## config.mk

```make
export PLATFORM = sky130hd
export DESIGN_NAME = coll_pulse_gen
export DESIGN_NICKNAME = d
export VERILOG_FILES = /design/src/rtl/coll_pkg.sv /design/src/rtl/coll_debounce_chan.sv /design/src/rtl/coll_pulse_gen.sv
export SDC_FILE = /design/constraint.sdc
export NUM_CORES = 1
export LEC_CHECK = 0
export BUFFER_PORTS_ARGS = -buffer_cell sky130_fd_sc_hd__buf_2
export CELL_PAD_IN_SITES_DETAIL_PLACEMENT = 0
export CELL_PAD_IN_SITES_GLOBAL_PLACEMENT = 2
export CORE_MARGIN = 1
export CORE_UTILIZATION = 37
export DETAILED_ROUTE_END_ITERATION = 16
export PLACE_DENSITY = 0.82
export SLEW_MARGIN = 10
export SYNTH_ARGS = -nofsm -noshare
export SYNTH_HDL_FRONTEND = slang
export SYNTH_SLANG_ARGS = --single-unit
```

## constraint.sdc

```tcl
create_clock -name clk -period 1.71 [get_ports clk]
set_clock_uncertainty 0.1 [all_clocks]
set_input_delay 0.2565 -clock clk [delete_from_list [all_inputs] [get_ports clk]]
set_output_delay 0.2565 -clock clk [all_outputs]
set_load 0.02 [all_outputs]
```

## src/rtl/coll_pkg.sv

```systemverilog
// Shared definitions for the collision pulse generator: channel state
// encoding and default synchronizer/debounce depths.
package coll_pkg;

    localparam int unsigned SYNC_STAGES_DEF     = 2;
    localparam int unsigned DEBOUNCE_CYCLES_DEF = 5;

    typedef enum logic [1:0] {
        CH_IDLE,
        CH_ARMING,
        CH_PRESSED,
        CH_RELEASING
    } chan_state_t;

endpackage

```

## src/rtl/coll_debounce_chan.sv

```systemverilog
// One debounce channel: synchronizer chain, 4-state press/release FSM with
// a saturating stability counter, and a registered one-cycle pulse request
// raised on the ARMING -> PRESSED transition.
module coll_debounce_chan
    import coll_pkg::*;
#(
    parameter int unsigned SYNC_STAGES     = SYNC_STAGES_DEF,
    parameter int unsigned DEBOUNCE_CYCLES = DEBOUNCE_CYCLES_DEF
) (
    input  logic clk,
    input  logic nRst,
    input  logic raw_i,
    output logic req_o,
    output logic busy_o
);

    localparam int unsigned     CNT_W    = $clog2(DEBOUNCE_CYCLES + 1);
    localparam logic [CNT_W-1:0] CNT_ONE  = CNT_W'(1);
    localparam logic [CNT_W-1:0] CNT_DONE = CNT_W'(DEBOUNCE_CYCLES);

    logic [SYNC_STAGES-1:0] sync_q;
    logic                   synced;
    chan_state_t            state_q, state_d;
    logic [CNT_W-1:0]       cnt_q, cnt_d, cnt_inc;
    logic                   req_q, req_d;

    // Synchronizer chain for the asynchronous raw input
    always_ff @(posedge clk or negedge nRst) begin
        if (!nRst) begin
            sync_q <= '0;
        end else begin
            sync_q <= {sync_q[SYNC_STAGES-2:0], raw_i};
        end
    end

    assign synced = sync_q[SYNC_STAGES-1];

    // FSM state, stability counter and pulse request registers
    always_ff @(posedge clk or negedge nRst) begin
        if (!nRst) begin
            state_q <= CH_IDLE;
            cnt_q   <= '0;
            req_q   <= 1'b0;
        end else begin
            state_q <= state_d;
            cnt_q   <= cnt_d;
            req_q   <= req_d;
        end
    end

    // Next-state logic; the counter is cleared on reaching the threshold so it never wraps
    always_comb begin
        state_d = state_q;
        cnt_d   = cnt_q;
        req_d   = 1'b0;
        cnt_inc = cnt_q + CNT_ONE;
        unique case (state_q)
            CH_IDLE: begin
                if (synced) begin
                    state_d = CH_ARMING;
                    cnt_d   = CNT_ONE;
                end
            end
            CH_ARMING: begin
                if (!synced) begin
                    state_d = CH_IDLE;
                    cnt_d   = '0;
                end else if (cnt_inc == CNT_DONE) begin
                    state_d = CH_PRESSED;
                    cnt_d   = '0;
                    req_d   = 1'b1;
                end else begin
                    cnt_d = cnt_inc;
                end
            end
            CH_PRESSED: begin
                if (!synced) begin
                    state_d = CH_RELEASING;
                    cnt_d   = CNT_ONE;
                end
            end
            CH_RELEASING: begin
                if (synced) begin
                    state_d = CH_PRESSED;
                    cnt_d   = '0;
                end else if (cnt_inc == CNT_DONE) begin
                    state_d = CH_IDLE;
                    cnt_d   = '0;
                end else begin
                    cnt_d = cnt_inc;
                end
            end
            default: begin
                state_d = CH_IDLE;
                cnt_d   = '0;
            end
        endcase
    end

    assign req_o  = req_q;
    assign busy_o = (state_q != CH_IDLE);

endmodule

```

## src/rtl/coll_pulse_gen.sv

```systemverilog
// Collision pulse generator: two debounced channels feeding registered
// one-cycle pulses to the score stage. Good wins a same-cycle tie and the
// bad pulse is held pending for one cycle; gameComplete suppresses output.
module coll_pulse_gen
    import coll_pkg::*;
#(
    parameter int unsigned SYNC_STAGES     = SYNC_STAGES_DEF,
    parameter int unsigned DEBOUNCE_CYCLES = DEBOUNCE_CYCLES_DEF
) (
    input  logic clk,
    input  logic nRst,
    input  logic goodRaw,
    input  logic badRaw,
    input  logic gameComplete,
    output logic goodColl,
    output logic badColl,
    output logic busy
);

    logic good_req, bad_req;
    logic good_busy, bad_busy;
    logic goodColl_q, goodColl_d;
    logic badColl_q, badColl_d;
    logic pend_q, pend_d;

    coll_debounce_chan #(
        .SYNC_STAGES     (SYNC_STAGES),
        .DEBOUNCE_CYCLES (DEBOUNCE_CYCLES)
    ) u_good_chan (
        .clk    (clk),
        .nRst   (nRst),
        .raw_i  (goodRaw),
        .req_o  (good_req),
        .busy_o (good_busy)
    );

    coll_debounce_chan #(
        .SYNC_STAGES     (SYNC_STAGES),
        .DEBOUNCE_CYCLES (DEBOUNCE_CYCLES)
    ) u_bad_chan (
        .clk    (clk),
        .nRst   (nRst),
        .raw_i  (badRaw),
        .req_o  (bad_req),
        .busy_o (bad_busy)
    );

    // Arbitration: good first, bad deferred one cycle on a tie, all dropped at game over
    always_comb begin
        goodColl_d = 1'b0;
        badColl_d  = 1'b0;
        pend_d     = pend_q;
        if (gameComplete) begin
            pend_d = 1'b0;
        end else if (good_req) begin
            goodColl_d = 1'b1;
            pend_d     = pend_q | bad_req;
        end else if (pend_q) begin
            badColl_d = 1'b1;
            pend_d    = bad_req;
        end else if (bad_req) begin
            badColl_d = 1'b1;
        end
    end

    // Output pulse and pending-flag registers
    always_ff @(posedge clk or negedge nRst) begin
        if (!nRst) begin
            goodColl_q <= 1'b0;
            badColl_q  <= 1'b0;
            pend_q     <= 1'b0;
        end else begin
            goodColl_q <= goodColl_d;
            badColl_q  <= badColl_d;
            pend_q     <= pend_d;
        end
    end

    assign goodColl = goodColl_q;
    assign badColl  = badColl_q;
    assign busy     = good_busy | bad_busy | pend_q;

endmodule

```

==> results of run 1 <==
worst reg2reg max path, cell delays in order (launching register included):
cell,delay [ns]
dfrtp_1,0.42
ha_1,0.21
xor2_1,0.18
and3_4,0.24
mux2_4,0.29
metal layers:
| layer | global-route usage, % | vias up |
|---|---|---|
| li1 | - | 244 |
| met1 | 13.96 | 217 |
| met2 | 15.49 | 11 |
| met3 | 6.604 | 5 |
| met4 | 7.353 | 0 |
| met5 | 0 | - |
power breakdown:
part           switching, mW  leakage [nW]  internal (mW)
Sequential             0.110         0.242          0.551
Clock                  0.128        0.0177         0.0871
Combinational          0.177         0.205          0.197
worst max-delay path by stage:
stage,from,end,slack [ns],cells past startpoint
floorplan,u_bad_chan.cnt_q[0],flop,0.22,4
global placement,u_bad_chan.cnt_q[0],flop,0.18,4
detailed placement,u_bad_chan.cnt_q[0],flop,0.17,4
CTS,u_bad_chan.cnt_q[0],flop,0.17,4
global route,u_good_chan.state_q[0],busy,0.07,3
finish,u_bad_chan.cnt_q[0],flop,0.17,4
cells by family (layout without fill, tap and decap cells):
group | after synthesis | count (layout)
XOR/XNOR | 4 | 4
buffers and inverters | 5 | 20
AND/OR/NAND/NOR | 21 | 21
flip-flops | 19 | 19
AO/OA/AOI/OAI | 8 | 8
multiplexers | 2 | 2
adder cells (fa/ha/maj) | 4 | 4
final cells by class:
cell class	count	share of cell area, %
timing repair buffer	11	8.054
clock inverter	1	0.5369
sequential	19	51.01
clock buffer	3	2.416
multi-input combinational	39	32.35
inverter	5	2.013
tap	27	3.624
per-stage QoR:
step	setup slack (ns)	utilization, %	area [µm²]
after global routing	0.06889	47.03	932.1
after CTS	0.1672	46.53	922.1
after detailed placement	0.1699	43.62	864.6
final	0.1688	47.03	932.1
after global placement	0.1796	43.62	864.6
after floorplan	0.2153	-	795.8
cells in the mapped netlist:
library cell	n
nor3_1	2
a21oi_1	1
and2_1	2
o21ai_0	2
a211oi_1	1
and3b_1	2
nor2_1	5
xnor2_1	1
nand2_1	4
a32o_2	1
a211oi_2	1
a22o_1	1
dfrtp_1	19
and3_4	2
ha_1	4
xor2_1	3
nand3b_1	2
inv_1	5
o31ai_1	1
mux2_4	2
nor2b_1	2
==> flow_summary.json, run 1 <==
{
  "powerDensity_nw_per_um2": 1342,
  "total_power_mw": 1.251,
  "cts_buffers": 3,
  "routed_wl_um": 1095,
  "synth_cells": 63,
  "finalCritPeriodShare_pct": 90.13,
  "clockBufferDepth": 2,
  "via_count": 477,
  "status": "finished, final reports clean",
  "gp_congestion": 0.7063,
  "timing.final.max_slew_violations": 0,
  "nFillCells": 185,
  "dp_cells": 97,
  "grt_pass1_vias": 423,
  "r2r_setup_slack_ns": 0.17,
  "drc": 0,
  "grt_overflow": 0,
  "setup_viol": 0,
  "whs_ns": 0.2553,
  "n_antenna_cell": 0,
  "finalCriticalPeriod_ns": 1.541,
  "synth_top_area_share_pct": 59.75,
  "hold_depth": 0,
  "grt_max_degree": 20,
  "final_common_cell": "dfrtp_1",
  "synth_area_leaders": "dfrtp_1 (60%), ha_1 (6.3%), mux2_4 (3.8%), xor2_1 (3.3%), and3_4 (2.8%)",
  "vias_per_cell": 4.543,
  "clk_latency_ns": 0.29,
  "nNetsFinal": 88,
  "synth_top_family_by_area": "simple AND/OR/NAND/NOR gates",
  "hp-start": "u_bad_chan.sync_q[0]",
  "cts.sinks": 19,
  "cts_max_level": 1,
  "die_area_um2": 2340,
  "cts_root_buf": "clkbuf_4",
  "synth_area_um2": 795.8,
  "start_kind": "flop",
  "irDropWorstVdd_mv": 0.6659,
  "top_layer_used": "met4",
  "crit_path_top_delay_cell": "dfrtp_1",
  "reg2reg_depth": 4,
  "cp.arrival_ns": 1.63,
  "crit_required_ns": 1.80,
  "final_cell_mix": "dfrtp_1 (19), buf_2 (7), inv_1 (5), nor2_1 (5)",
  "rr_startpoint": "u_bad_chan.cnt_q[0]",
  "syn_avg_cell_area_um2": 12.63,
  "dieWidth_um": 48.38,
  "ys_types": 21,
  "ios": 8,
  "synth_compound_area_share_pct": 7.862,
  "worst_slew_pin_slew_ns": 0.4771,
  "critPathKind": "flop to flop",
  "portBuffers": 7,
  "cp_cell_sequence": "ha_1, xor2_1, and3_4, mux2_4",
  "yosys.area_share.simple_pct": 15.57,
  "crit_family": "flip-flops",
  "path_buf_inv": 0,
  "wl_met1_um": 536,
  "post_cts_buffers": 0,
  "relSlewSlack_pct": 67.97,
  "multiInputGateArea_um2": 301.5,
  "cp-end-kind": "flop",
  "synthMuxAreaShare_pct": 3.774,
  "crit_fanout": 4,
  "core_um2": 1982,
  "dr.first_iter.drc_count": 6,
  "grt_pass1_wl_um": 1911,
  "cts_tree": "done",
  "hold_class": "flop to flop",
  "syn_nets": 72,
  "yosys_warnings": 0,
  "max_freq_ghz": 0.6488,
  "hold_viol": 0,
  "cts_resized": 0,
  "std_cell_rows": 16,
  "rsz0062_at_grt": "false",
  "die_h_um": 48.38,
  "ys_seq_area_share_pct": 59.75,
  "cellLeakagePower_nw": 0.4652,
  "ant_nets": 0,
  "antenna_found_initial": 0,
  "grt_use_total_pct": 11.51,
  "layout-drive-gt1-share_pct": 21.79,
  "synth_adder_area_share_pct": 6.289,
  "seqCellArea_um2": 475.5,
  "synth_seq_cells": 19,
  "clk_pin_slew_ns": 0.10,
  "maxCapViolations": 0,
  "synth_top_area_cell": "dfrtp_1",
  "cpPeakStageDelay_ns": 0.42,
  "first_pass_iters": 4,
  "wl_met3_um": 68,
  "wl_met2_um": 461,
  "final-instance-count-excl-fill": 105,
  "start_util_pct": 40.15,
  "finalSetupTns_ns": 0,
  "wire_per_inst_um": 10.43,
  "holdPathEnd": "u_bad_chan.sync_q[1]",
  "holdBufCountCts": 3,
  "synth-xor-area-share_pct": 4.403,
  "syn2layout_area_growth_pct": 17.14
}
Power figures use the tool's default switching activity.
==> run 2: changes to the inputs <==
--- a/config.mk
+++ b/config.mk
@@ -8,6 +8,7 @@
 export BUFFER_PORTS_ARGS = -buffer_cell sky130_fd_sc_hd__buf_2
 export CELL_PAD_IN_SITES_DETAIL_PLACEMENT = 0
 export CELL_PAD_IN_SITES_GLOBAL_PLACEMENT = 2
+export CORE_ASPECT_RATIO = 1.1
 export CORE_MARGIN = 1
 export CORE_UTILIZATION = 37
 export DETAILED_ROUTE_END_ITERATION = 16
==> run 2 against run 1 <==
Flip-flop and latch count stayed put. Maximum frequency is 0.66% lower. First-iteration DRC count is 17% lower. Cell count stayed put. Die area hardly changed. Combinational power hardly changed. Critical path depth stayed put. Non-clock buffer count is 1 lower. Global-route usage is 0.66 points higher. Via count is 1.9% lower. Utilization is 1.3 points lower. Worst setup slack worse by 0.010 ns. Largest cell class unchanged. Largest power group unchanged.
==> flow_summary.json, run 2 (synthesized netlist as in run 1, its figures left out) <==
{
  "n_antenna_cell": 0,
  "status": "finished, final reports clean",
  "grt_pass1_wl_um": 1945,
  "timing.final.max_slew_violations": 0,
  "worst_slew_pin_slew_ns": 0.4374,
  "clk_pin_slew_ns": 0.10,
  "relSlewSlack_pct": 70.63,
  "setup_viol": 0,
  "clockBufferDepth": 2,
  "wire_per_inst_um": 10.77,
  "hold_viol": 0,
  "post_cts_buffers": 0,
  "irDropWorstVdd_mv": 0.4661,
  "cellLeakagePower_nw": 0.4610,
  "crit_fanout": 4,
  "grt_use_total_pct": 12.17,
  "whs_ns": 0.04152,
  "cp.arrival_ns": 1.63,
  "rsz0062_at_grt": "false",
  "nNetsFinal": 87,
  "critPathKind": "flop to flop",
  "clk_latency_ns": 0.29,
  "cts_buffers": 3,
  "dp_slack_ns": 0.1665,
  "r2r_setup_slack_ns": 0.16,
  "start_util_pct": 39.38,
  "die_h_um": 50.64,
  "final_cell_mix": "dfrtp_1 (19), buf_2 (7), inv_1 (5), nor2_1 (5)",
  "drc": 0,
  "first_pass_iters": 3,
  "reg2reg_depth": 4,
  "core_um2": 2021,
  "holdPathEnd": "goodColl",
  "die_area_um2": 2340,
  "finalCritPeriodShare_pct": 90.72,
  "routed_wl_um": 1131,
  "final_common_cell": "dfrtp_1",
  "syn2layout_area_growth_pct": 16.04,
  "cts_root_buf": "clkbuf_4",
  "grt_overflow": 0,
  "nFillCells": 187,
  "layout-drive-gt1-share_pct": 22.08,
  "cts.sinks": 19,
  "via_count": 468,
  "hold_depth": 2,
  "finalCriticalPeriod_ns": 1.551,
  "cts_resized": 0,
  "maxCapViolations": 0,
  "finalSetupTns_ns": 0,
  "dr.first_iter.drc_count": 5,
  "cp-end-kind": "flop",
  "grt_max_degree": 20,
  "rr_startpoint": "u_bad_chan.cnt_q[0]",
  "portBuffers": 7,
  "dpl.hpwl_um": 849.3,
  "std_cell_rows": 17,
  "gp_congestion": 0.6784,
  "vias_per_cell": 4.457,
  "dieWidth_um": 46.22,
  "final-instance-count-excl-fill": 105,
  "dp_cells": 98,
  "holdBufCountCts": 3,
  "antenna_found_initial": 0,
  "hp-start": "gameComplete",
  "cts_tree": "done",
  "crit_required_ns": 1.79,
  "max_freq_ghz": 0.6446,
  "grt_pass1_vias": 463,
  "ant_nets": 0,
  "ios": 8,
  "hold_class": "input pin to flop",
  "cts_max_level": 1,
  "start_kind": "flop",
  "powerDensity_nw_per_um2": 1354,
  "finalWorstSetupSlack_ns": 0.1586
}
==> run 2: changes by cell type in the layout (fill, tap and decap cells not counted), sizes merged <==
| cell | before | now |
|---|---|---|
| dlygate4sd3 | 4 | 3 |
==> run 2: worst max path at each step <==
stage	cells after the start	slack [ns]	end	start
after floorplan	4	0.22	flop	u_bad_chan.cnt_q[0]
after global placement	4	0.18	flop	u_bad_chan.cnt_q[0]
after detailed placement	4	0.17	flop	u_bad_chan.cnt_q[0]
after CTS	4	0.15	flop	u_bad_chan.cnt_q[0]
after global routing	4	0.10	flop	u_bad_chan.cnt_q[0]
final	4	0.16	flop	u_bad_chan.cnt_q[0]
==> run 2: report_power, final <==
group | total [mW] | switching [mW] | internal, mW
clock | 0.213 | 0.126 | 0.0868
combinational | 0.373 | 0.178 | 0.195
sequential | 0.664 | 0.113 | 0.551
==> run 2: cell type report <==
class | instances | area (µm²) | area share (%)
inverter | 5 | 18.77 | 2.033
multi-input combinational | 39 | 301.5 | 32.66
timing repair buffer | 10 | 65.06 | 7.046
sequential | 19 | 475.5 | 51.49
tap | 28 | 35.03 | 3.794
clock inverter | 1 | 5.005 | 0.5420
clock buffer | 3 | 22.52 | 2.439
==> run 2: worst max-delay path, cell delays in order (launching register included) <==
cell     delay, ns
dfrtp_1       0.42
ha_1          0.21
xor2_1        0.18
and3_4        0.24
mux2_4        0.29
==> run 2: metrics by stage <==
stage | utilization [%] | cell area [µm²] | power, mW
after global routing | 45.70 | 923.4 | 1.363
final | 45.70 | 923.4 | 1.250
after global placement | 42.85 | 865.8 | 1.042
after detailed placement | 42.85 | 865.8 | 1.052
after floorplan | - | 795.8 | 0.9462
after CTS | 45.70 | 923.4 | 1.276
==> run 2: per-layer routing <==
layer	global-route usage (%)	routed length (µm)	up-vias
li1	-	-	240
met1	13.70	520	218
met2	19.72	557	8
met3	2.158	37	2
met4	8.824	16	0
met5	0	0	-
==> run 3: changes to the inputs <==
--- a/config.mk
+++ b/config.mk
@@ -5,7 +5,7 @@
 export SDC_FILE = /design/constraint.sdc
 export NUM_CORES = 1
 export LEC_CHECK = 0
-export BUFFER_PORTS_ARGS = -buffer_cell sky130_fd_sc_hd__buf_2
+export BUFFER_PORTS_ARGS = -buffer_cell sky130_fd_sc_hd__clkbuf_2
 export CELL_PAD_IN_SITES_DETAIL_PLACEMENT = 0
 export CELL_PAD_IN_SITES_GLOBAL_PLACEMENT = 2
 export CORE_ASPECT_RATIO = 1.1
==> constraint.sdc (replaced) <==
create_clock -name clk -period 1.71 [get_ports clk]
set_clock_uncertainty 0.1 [all_clocks]
set_input_delay 0.2565 -clock clk [delete_from_list [all_inputs] [get_ports clk]]
set_output_delay 0.2565 -clock clk [all_outputs]
set_load 0.01 [all_outputs]
==> run 3 against run 2 <==
Non-clock buffer count is the same. Via count rose by 5.3%. Routed wire length increased by 2.3%. Power up 0.20%.
==> flow_summary.json, run 3 (synthesized netlist as in run 1, its figures left out) <==
{
  "crit_fanout": 4,
  "n_antenna_cell": 0,
  "irDropWorstVdd_mv": 0.4840,
  "cp-end-kind": "flop",
  "cts_tree": "done",
  "ios": 8,
  "relSlewSlack_pct": 69.10,
  "maxCapViolations": 0,
  "cts_root_buf": "clkbuf_4",
  "final_cell_area_um2": 923.4,
  "start_kind": "flop",
  "grt_overflow": 0,
  "worst_slew_pin_slew_ns": 0.4602,
  "clockBufferDepth": 2,
  "grt_pass1_wl_um": 1952,
  "powerDensity_nw_per_um2": 1356,
  "via_count": 493,
  "syn2layout_area_growth_pct": 16.04,
  "final_cell_mix": "dfrtp_1 (19), clkbuf_2 (7), inv_1 (5), nor2_1 (5)",
  "wire_per_inst_um": 11.02,
  "setup_viol": 0,
  "finalCriticalPeriod_ns": 1.581,
  "cts.sinks": 19,
  "finalCritPeriodShare_pct": 92.47,
  "nNetsFinal": 87,
  "crit_required_ns": 1.79,
  "critPathKind": "flop to flop",
  "p_comb_share_pct": 29.6,
  "dr.first_iter.drc_count": 5,
  "cts_max_level": 1,
  "cts_buffers": 3,
  "cts_resized": 0,
  "cp.arrival_ns": 1.66,
  "power_frac_seq_pct": 53.1,
  "grt_max_degree": 20,
  "grt_pass1_vias": 497,
  "drc": 0,
  "gp_congestion": 0.6765,
  "post_cts_buffers": 0,
  "dpl.hpwl_um": 853,
  "first_pass_iters": 3,
  "dieWidth_um": 46.22,
  "std_cell_rows": 17,
  "switching_share_pct": 33.61,
  "timing.final.max_slew_violations": 0,
  "die_area_um2": 2340,
  "start_util_pct": 39.38,
  "rsz0062_at_grt": "false",
  "hold_viol": 0,
  "ant_nets": 0,
  "antenna_found_initial": 0,
  "hold_class": "input pin to flop",
  "finalSetupTns_ns": 0,
  "clockPowerShare_pct": 17.3,
  "postPlaceCellArea_um2": 865.8,
  "layout-drive-gt1-share_pct": 22.08,
  "routed_wl_um": 1157,
  "vias_per_cell": 4.695,
  "p_switching_mw": 0.4210,
  "die_h_um": 50.64,
  "cellLeakagePower_nw": 0.4611,
  "grt_use_total_pct": 12.10,
  "clk_pin_slew_ns": 0.10,
  "final_common_cell": "dfrtp_1",
  "status": "finished, final reports clean",
  "p_int_mw": 0.8316,
  "clk_latency_ns": 0.29,
  "max_freq_ghz": 0.6324,
  "core_um2": 2021,
  "portBuffers": 7
}
-- run 3: cell types whose count changed in the layout (fill, tap and decap cells not counted) --
cell | previous run | this run
buf_2 | 7 | 0
clkbuf_2 | 0 | 7
-- run 3: layer usage --
metal	routed length, µm	GRT usage (%)	vias to the layer above
li1	-	-	241
met1	516	12.59	242
met2	594	19.95	8
met3	33	4.317	2
met4	13	7.353	0
met5	0	0	-
-- run 3: worst max-delay path: stages (launching register included) --
cell and delay (ns):
dfrtp_1 0.42, ha_1 0.22, xor2_1 0.20, and3_4 0.24, mux2_4 0.30
-- run 3: power groups by stage --
stage | registers (mW) | clock network (mW) | logic (mW)
2_1_floorplan | 0.642 | 0 | 0.295
3_3_place_gp | 0.669 | 0 | 0.363
3_5_place_dp | 0.675 | 0 | 0.372
4_1_cts | 0.665 | 0.229 | 0.378
5_1_grt | 0.679 | 0.256 | 0.421
6_report | 0.666 | 0.217 | 0.370
-- run 3: stage by stage --
stage	hold slack [ns]	std cells	setup slack [ns]	power (mW)	util [%]
after floorplan	-0.1391	63	0.2153	0.9377	-
after global placement	0.1311	98	0.1759	1.032	42.85
after detailed placement	0.1252	98	0.1429	1.048	42.85
after CTS	0.04152	105	0.1274	1.272	45.70
after global routing	0.02452	105	0.05390	1.356	45.70
final	0.05077	105	0.1287	1.253	45.70
-- run 3: what timing repair did --
action,in CTS,in global routing
setup endpoints to repair,0,0
hold buffers,3,0
hold endpoints to repair,21,0
-- run 3: final cells by class --
class                   count  area (µm²)
fillers                   199        1097
flip-flops and latches     19       475.5
multi-input cells          39       301.5
repair buffers             10       65.06
well taps                  28       35.03
clock buffers               3       22.52
inverters                   5       18.77
clock inverters             1       5.005
-- run 3: final timing paths --
path | from | end | slack (ns) | depth (start not counted)
max reg2reg | u_bad_chan.cnt_q[0] | flop | 0.13 | 4
max in group asynchronous | nRst | u_bad_chan.cnt_q[1] | 0.87 | 2
min reg2reg | u_bad_chan.sync_q[0] | u_bad_chan.sync_q[1] | 0.26 | 0
min | gameComplete | pend_q | 0.05 | 2
max | u_bad_chan.cnt_q[0] | flop | 0.13 | 4
min in group asynchronous | nRst | u_bad_chan.req_o | 0.33 | 2
